<file path="src/rtl/dsp_mac_slice.sv">
// Signed pre-adder / multiplier / post-adder MAC slice with a valid-tagged
// four-register pipeline, accumulate feedback, optional saturation and pattern detect.
module dsp_mac_slice #(
  parameter int AW = 18,
  parameter int BW = 18,
  parameter int DW = 18,
  parameter int PW = 48,
  parameter bit SAT_EN = 1'b0,
  parameter logic [PW-1:0] PATTERN = '0,
  parameter logic [PW-1:0] MASK = '0,
  localparam int BCW = ((BW > DW) ? BW : DW) + 1,
  localparam int MW = AW + BCW
) (
  input  logic                 clk,
  input  logic                 rstn,
  input  logic                 ce,
  input  logic                 in_valid,
  input  logic [5:0]           opmode,
  input  logic signed [AW-1:0] a,
  input  logic signed [BW-1:0] b,
  input  logic signed [DW-1:0] d,
  input  logic signed [PW-1:0] c,
  input  logic signed [PW-1:0] pcin,
  input  logic                 ovf_clr,
  output logic signed [BCW-1:0] bcout,
  output logic signed [MW-1:0]  m,
  output logic signed [PW-1:0]  p,
  output logic signed [PW-1:0]  pcout,
  output logic                 out_valid,
  output logic                 carryout,
  output logic                 ovf,
  output logic                 pdet
);

  logic signed [AW-1:0] a1, a2;
  logic signed [BW-1:0] b1;
  logic signed [DW-1:0] d1;
  logic signed [PW-1:0] c1, c2, c3, pcin1, pcin2, pcin3;
  logic [5:0]           op1, op2, op3;
  logic                 v1, v2, v3;

  always_ff @(posedge clk or negedge rstn) begin
    if (!rstn) begin
      a1 <= '0; b1 <= '0; d1 <= '0; c1 <= '0; pcin1 <= '0; op1 <= '0; v1 <= 1'b0;
    end else if (ce) begin
      a1 <= a; b1 <= b; d1 <= d; c1 <= c; pcin1 <= pcin; op1 <= opmode; v1 <= in_valid;
    end
  end

  logic signed [BCW-1:0] b_ext, d_ext, pre_sum;
  assign b_ext = BCW'(b1);
  assign d_ext = BCW'(d1);

  always_comb begin
    pre_sum = b_ext;
    if (op1[0]) pre_sum = op1[1] ? (d_ext - b_ext) : (d_ext + b_ext);
  end

  always_ff @(posedge clk or negedge rstn) begin
    if (!rstn) begin
      bcout <= '0; a2 <= '0; c2 <= '0; pcin2 <= '0; op2 <= '0; v2 <= 1'b0;
    end else if (ce) begin
      bcout <= pre_sum; a2 <= a1; c2 <= c1; pcin2 <= pcin1; op2 <= op1; v2 <= v1;
    end
  end

  logic signed [MW-1:0] prod;
  assign prod = MW'(a2) * MW'(bcout);

  always_ff @(posedge clk or negedge rstn) begin
    if (!rstn) begin
      m <= '0; c3 <= '0; pcin3 <= '0; op3 <= '0; v3 <= 1'b0;
    end else if (ce) begin
      m <= prod; c3 <= c2; pcin3 <= pcin2; op3 <= op2; v3 <= v2;
    end
  end

  // Z=2 feeds back the live p register so accumulate chains run without bubbles.
  logic signed [PW-1:0] z;
  always_comb begin
    case (op3[3:2])
      2'd0:    z = '0;
      2'd1:    z = c3;
      2'd2:    z = p;
      default: z = pcin3;
    endcase
  end

  logic [PW:0]   zx, mx, cin_w, sum, usum;
  logic [PW-1:0] p_next;
  logic          ovf_now, carry_next, pdet_next;

  assign zx    = (PW+1)'(z);
  assign mx    = (PW+1)'(m);
  assign cin_w = (PW+1)'(op3[5]);

  always_comb begin
    sum  = op3[4] ? (zx - mx - cin_w) : (zx + mx + cin_w);
    usum = op3[4] ? ({1'b0, z} - ({1'b0, mx[PW-1:0]} + cin_w))
                  : ({1'b0, z} + {1'b0, mx[PW-1:0]} + cin_w);
    ovf_now = sum[PW] ^ sum[PW-1];
    p_next  = sum[PW-1:0];
    if (SAT_EN && ovf_now) p_next = sum[PW] ? {1'b1, {(PW-1){1'b0}}} : {1'b0, {(PW-1){1'b1}}};
    carry_next = SAT_EN ? 1'b0 : usum[PW];
    pdet_next  = ((p_next ^ PATTERN) & ~MASK) == '0;
  end

  always_ff @(posedge clk or negedge rstn) begin
    if (!rstn) begin
      p <= '0; out_valid <= 1'b0; carryout <= 1'b0; ovf <= 1'b0; pdet <= 1'b0;
    end else if (ce) begin
      out_valid <= v3;
      if (v3) begin
        p        <= p_next;
        carryout <= carry_next;
        pdet     <= pdet_next;
      end
      // A fresh overflow beats a simultaneous clear.
      if (v3 && ovf_now) ovf <= 1'b1;
      else if (ovf_clr)  ovf <= 1'b0;
    end
  end

  assign pcout = p;

endmodule

</file>
<file path="config.mk">
export PLATFORM = sky130hd
export DESIGN_NAME = dsp_mac_slice
export DESIGN_NICKNAME = d
export VERILOG_FILES = /design/src/rtl/dsp_mac_slice.sv
export SDC_FILE = /design/constraint.sdc
export NUM_CORES = 2
export LEC_CHECK = 0
export ABC_AREA = 1
export CAP_MARGIN = 0
export CORE_ASPECT_RATIO = 0.9
export CORE_MARGIN = 2
export CORE_UTILIZATION = 30
export CTS_CLUSTER_DIAMETER = 150
export DETAILED_ROUTE_END_ITERATION = 7
export HOLD_SLACK_MARGIN = 0.15
export MAX_ROUTING_LAYER = met4
export SLEW_MARGIN = 20
export SYNTH_ARGS = -nofsm -noshare
export SYNTH_HDL_FRONTEND = slang
export SYNTH_SLANG_ARGS = --single-unit
</file>
<file path="constraint.sdc">
create_clock -name clk -period 9.75 [get_ports clk]
set_input_delay 0.975 -clock clk [delete_from_list [all_inputs] [get_ports clk]]
set_output_delay 0.975 -clock clk [all_outputs]
set_load 0.005 [all_outputs]
</file>
After elaboration in Yosys (flattened, before gate mapping)
Cells that the tools add are included.
{"block": "word_totals", "reg_bits": 489, "input_bits": 161, "out_inout_bits": 156, "wordCells": 50}
{"block": "classes", "add_sub_neg": 10, "multipliers": 1, "eq_ne": 2, "muxes": 7, "bitwise": 1, "n_reduce_logical": 6}
{"cell": "case mux 48 bit (3 select lines)", "n": 1}
{"cell": "adder 49 x 1 -> 49 bit", "n": 2}
{"cell": "2-to-1 mux 49 bit", "n": 2}
{"cell": "adder 48 x 1 -> 49 bit", "n": 1}
{"cell": "adder 48 x 37 -> 49 bit", "n": 1}
{"cell": "adder 48 x 48 -> 49 bit", "n": 1}
{"cell": "subtractor 48 x 37 -> 49 bit", "n": 1}
{"cell": "subtractor 48 x 49 -> 49 bit", "n": 1}
{"cell": "subtractor 49 x 1 -> 49 bit", "n": 1}
{"cell": "zero test 48 bit", "n": 1}
{"cell": "2-to-1 mux 19 bit", "n": 2}
{"cell": "multiplier 18 x 19 -> 37 bit", "n": 1}
{"cell": "adder 18 x 18 -> 19 bit", "n": 1}
{"cell": "subtractor 18 x 18 -> 19 bit", "n": 1}
{"cell": "AND reduction 2 bit", "n": 2}
{"cell": "== test 2 x 1 -> 1 bit (second input constant)", "n": 1}
{"cell": "== test 2 bit (second input constant)", "n": 1}
{"cell": "zero test 2 bit", "n": 1}
{"cell": "2-to-1 mux 1 bit", "n": 2}
{"cell": "nonzero test 2 bit", "n": 1}
{"cell": "logical AND 1 bit", "n": 1}
{"cell": "XOR 1 bit", "n": 1}

Logic depth before layout (Yosys ltp)
{"block": "depth", "depth_word": 9, "mapped_depth": 29, "mapped_depth_nobuf": 28}

Least setup slack after synthesis
Ideal clock, no wire load.
{"block": "synth_path", "kind": "register to register", "startpoint": "register bcout[18]", "endpoint": "register m[36]", "setup_time_ns": 0.132, "t_arrival_ns": 5.869, "required_time_ns": 9.618, "slack_ns": 3.749, "path_stages_with_launch": 25, "path_buffers": 2, "synth_period_minus_slack_ns": 6.001, "path_cell_list": "dfrtp_1 clkbuf_1 buf_1 nand2_1 fa_1 inv_1 fa_1 fa_1 fa_1 fa_1 inv_1 fa_1 inv_1 ha_1 a21oi_1 inv_1 a31oi_1 inv_1 a21oi_1 nor2_1 nor2_1 a21boi_1 nand2_1 nand3_1 o21ai_0"}
{"block": "synth_between", "elab_chain_cells": 1}
{"element": "start: declaration", "line_no": "25", "text": "output logic signed [BCW-1:0] bcout,"}
{"element": "start signal: assignment", "line_no": "61", "text": "bcout <= '0; a2 <= '0; c2 <= '0; pcin2 <= '0; op2 <= '0; v2 <= 1'b0;"}
{"element": "start signal: assignment", "line_no": "63", "text": "bcout <= pre_sum; a2 <= a1; c2 <= c1; pcin2 <= pcin1; op2 <= op1; v2 <= v1;"}
{"element": "multiplier 18 x 19 -> 37 bit", "line_no": "68", "text": "assign prod = MW'(a2) * MW'(bcout);"}
{"element": "end signal: assignment", "line_no": "72", "text": "m <= '0; c3 <= '0; pcin3 <= '0; op3 <= '0; v3 <= 1'b0;"}
{"element": "end signal: assignment", "line_no": "74", "text": "m <= prod; c3 <= c2; pcin3 <= pcin2; op3 <= op2; v3 <= v2;"}
{"element": "end: declaration", "line_no": "26", "text": "output logic signed [MW-1:0] m,"}
Every way passes these cells.
A chain may end at the register's enable or synchronous reset.

Worst setup path after layout
Ends and elaborated chain as after synthesis.

==> results.json <==
{
  "endpoint": "m[36]$_DFFE_PN0P_",
  "yosysTopAreaCell": "dfrtp_1",
  "hp-class": "input pin to async pin",
  "r2r_start": "bcout[18]$_DFFE_PN0P_",
  "max_cap_viol_count": 0,
  "hold_viol": 0,
  "seqCellArea_um2": 12100,
  "fin_crit_ps": 6760,
  "die_area_um2": 149000,
  "fin_worst_skew_ps": 53.6,
  "slew_violations": 0,
  "netlist.area_leader.share_pct": 27.8,
  "cts_tree": "yes",
  "crit_type": "register to register",
  "htreeDepth": 2,
  "fillers": 15400,
  "synth_seq_area_share_pct": 27.8,
  "die_w_um": 406,
  "post_cts_buffers": 0,
  "netlist_area_um2": 43600,
  "antenna_found_initial": 3,
  "drtIter0Drc": 3214,
  "syn_nets": 6824,
  "start_kind": "register",
  "cts.sinks": 485,
  "fin_tns_setup_ps": 0,
  "finalSetupViolCount": 0,
  "yosys_register_bits": 485,
  "multi_input_area_um2": 25200,
  "num_io_pins": 317,
  "gr-total-overflow": 0,
  "dpl.hpwl_um": 126000,
  "outcome": "finished, final reports clean",
  "cts-buffers-inserted": 56,
  "clk_pin_slew_ps": 70,
  "slew_headroom_pct": 18.3,
  "dr.pass1.iters": 6,
  "numPortBuffers": 316,
  "synth-async-reset-ratio_pct": 100,
  "fmax_mhz": 148,
  "worst_ep_required_time_ps": 10250,
  "crit_arrival_ps": 7250,
  "period_share_pct": 69.3,
  "drt-wirelength-per-cell_um": 18.8,
  "placedCellCount": 8081,
  "drt_wl_total_um": 154000,
  "grt_pass1_wl_um": 236000,
  "stdcell_count": 8187,
  "grt_usage_pct": 21.5,
  "rsz0062_at_grt": "false",
  "drive_gt1_share_pct": 3.91,
  "end_kind": "register",
  "fp.dieH_um": 366,
  "ys_types": 54,
  "r2r_cells": 26,
  "clockBufferDepth": 3,
  "grt_max_degree": 236,
  "insertion_delay_ps": 670,
  "avgViaCountPerCell": 4.69,
  "vias": 38400,
  "r2r_end": "m[36]$_DFFE_PN0P_",
  "syn_inst": 6059,
  "hold_buffers": 0,
  "yosysWarnings": 0,
  "critPathLaunch": "bcout[18]$_DFFE_PN0P_",
  "start_util_pct": 30.3,
  "ant_nets": 0,
  "drc_errors": 0,
  "synth_enable_flop_cells": 0,
  "synthToLayoutAreaGrowth_pct": 15.4,
  "worst_pin_slew_ps": 1210,
  "synth_ff_type": "dfrtp_1",
  "cts_resized": 0,
  "ys_top_cells_by_area": "dfrtp_1 (28%), fa_1 (16%), nand2_1 (16%)",
  "core_area_um2": 144000,
  "worstPathMaxFanout": 20,
  "grt_pass1_vias": 38400,
  "reg2reg_slack_ps": 2990,
  "fin_nets": 6963,
  "rows": 132,
  "synth_area_per_cell_um2": 7.20,
  "cts_root_buf": "clkbuf_16",
  "gp_congestion": 1.00
}
==> how the worst min path moves through the flow <==
stage	from	end	slack, ps	depth (start not counted)
2_1_floorplan	pcin3[10]$_DFFE_PN0P_	pcin3[10]$_DFFE_PN0P_	440	2
3_3_place_gp	pcin3[34]$_DFFE_PN0P_	pcin3[34]$_DFFE_PN0P_	450	2
3_5_place_dp	pcin3[46]$_DFFE_PN0P_	pcin3[46]$_DFFE_PN0P_	450	2
4_1_cts	rstn	pcin1[29]$_DFFE_PN0P_	340	1
5_1_grt	rstn	pcin1[29]$_DFFE_PN0P_	360	1
6_report	rstn	pcin1[29]$_DFFE_PN0P_	340	1
==> stage by stage <==
step | utilization [%] | area (um2) | hold slack (ps) | setup WS [ps]
after floorplan | - | 43600 | 437 | 3750
after global placement | 33.5 | 48300 | 453 | 3110
after detailed placement | 33.5 | 48300 | 453 | 3010
after CTS | 34.9 | 50300 | 340 | 2980
after global routing | 34.9 | 50400 | 358 | 2300
final | 34.9 | 50400 | 339 | 2990
==> critical path: stages, from the launching register on <==
cell and delay (ps):
dfrtp_1 800, nand2_1 190, inv_1 180, fa_1 450, inv_1 210, fa_1 460
inv_1 110, ha_1 460, inv_1 290, fa_1 570, inv_1 60, fa_1 530
inv_1 50, fa_1 480, inv_1 40, ha_1 340, a21oi_1 150, inv_1 70
a31oi_1 220, inv_1 70, a21oi_1 230, nor2_1 70, nor2_1 110, a21boi_1 210
nand2_1 70, nand3_1 90, o21ai_0 90
==> cell usage after synthesis, types with 3 or more instances <==
cell type and instances:
buf_6 3, o21ai_2 4, nand2_1 1849, a21o_1 12, inv_2 21, a21oi_2 6, nand3_1 197, buf_2 4
nand3_2 7, o21a_1 11, nor3_1 28, nand2_4 5, o21ai_0 537, nor2_2 17, nand3b_1 5, o21ai_1 9
nand2_2 26, xnor2_1 18, inv_1 1332, nand4_1 51, a221oi_1 12, a21boi_1 3, clkbuf_1 184, a31oi_1 29
or2_2 14, a21oi_1 189, buf_1 21, o21bai_1 19, nor2_4 6, ha_1 254, nor3_2 7, clkinv_1 6
fa_1 350, dfrtp_1 485, buf_4 49, nor2_1 217, or2_1 3, nor4_1 3, xor2_1 44
==> logic make-up (layout without fill, tap and decap cells) <==
group | Yosys count | in the layout | share of synthesized area [%]
flops | 485 | 485 | 27.8
xor+xnor | 62 | 62 | 1.24
simple gates | 2444 | 2444 | 22.9
other cells | 0 | 2 | 0
fa+ha+maj | 604 | 604 | 23.3
mux | 1 | 1 | 0.0229
compound gates | 843 | 843 | 10.3
buf+inv | 1620 | 1803 | 14.4
==> cell usage in the layout, fill, tap and decap left out, types with 9 or more instances in the layout <==
cell type	count
a221oi_1	12
a21o_1	12
dfrtp_1	485
nand2_2	27
buf_4	19
o21ai_1	15
o21bai_1	19
clkinv_2	9
clkbuf_16	56
nor3_1	28
a21oi_1	189
or2_2	14
xor2_1	44
xnor2_1	18
nand2_1	1848
inv_2	21
clkdlybuf4s50_1	314
nand3_1	197
nor2_1	217
ha_1	254
inv_1	1332
bufinv_16	11
o21ai_0	531
fa_1	350
nand4_1	51
o21a_1	11
nor2_2	17
a31oi_1	29
==> state kept, by name, summed over array words and instances, names as in the netlist, 6 cells and up <==
register,flops
p,48
c3,48
pcin3,48
pcin1,48
d1,18
a2,18
c1,48
a1,18
b1,18
op1,6
bcout,19
m,37
c2,48
pcin2,48
==> metal layers <==
metal	track usage [%]	routed length, um
met1	30.7	73900
met2	31.4	65800
met3	3.64	10300
met4	5.24	4130
met5	-	0
==> layout make-up <==
| type | instances | area share [%] |
|---|---|---|
| Clock inverter | 33 | 1.06 |
| Sequential cell | 485 | 24.1 |
| Antenna cell | 2 | 0.00994 |
| Clock buffer | 69 | 3.02 |
| Inverter | 1359 | 10.1 |
| Tap cell | 1943 | 4.83 |
| Timing Repair Buffer | 342 | 6.78 |
| Multi-Input combinational cell | 3954 | 50.1 |
Power is not shown: default switching activity piles up to over one toggle a cycle in this logic, so the estimate is an artifact.
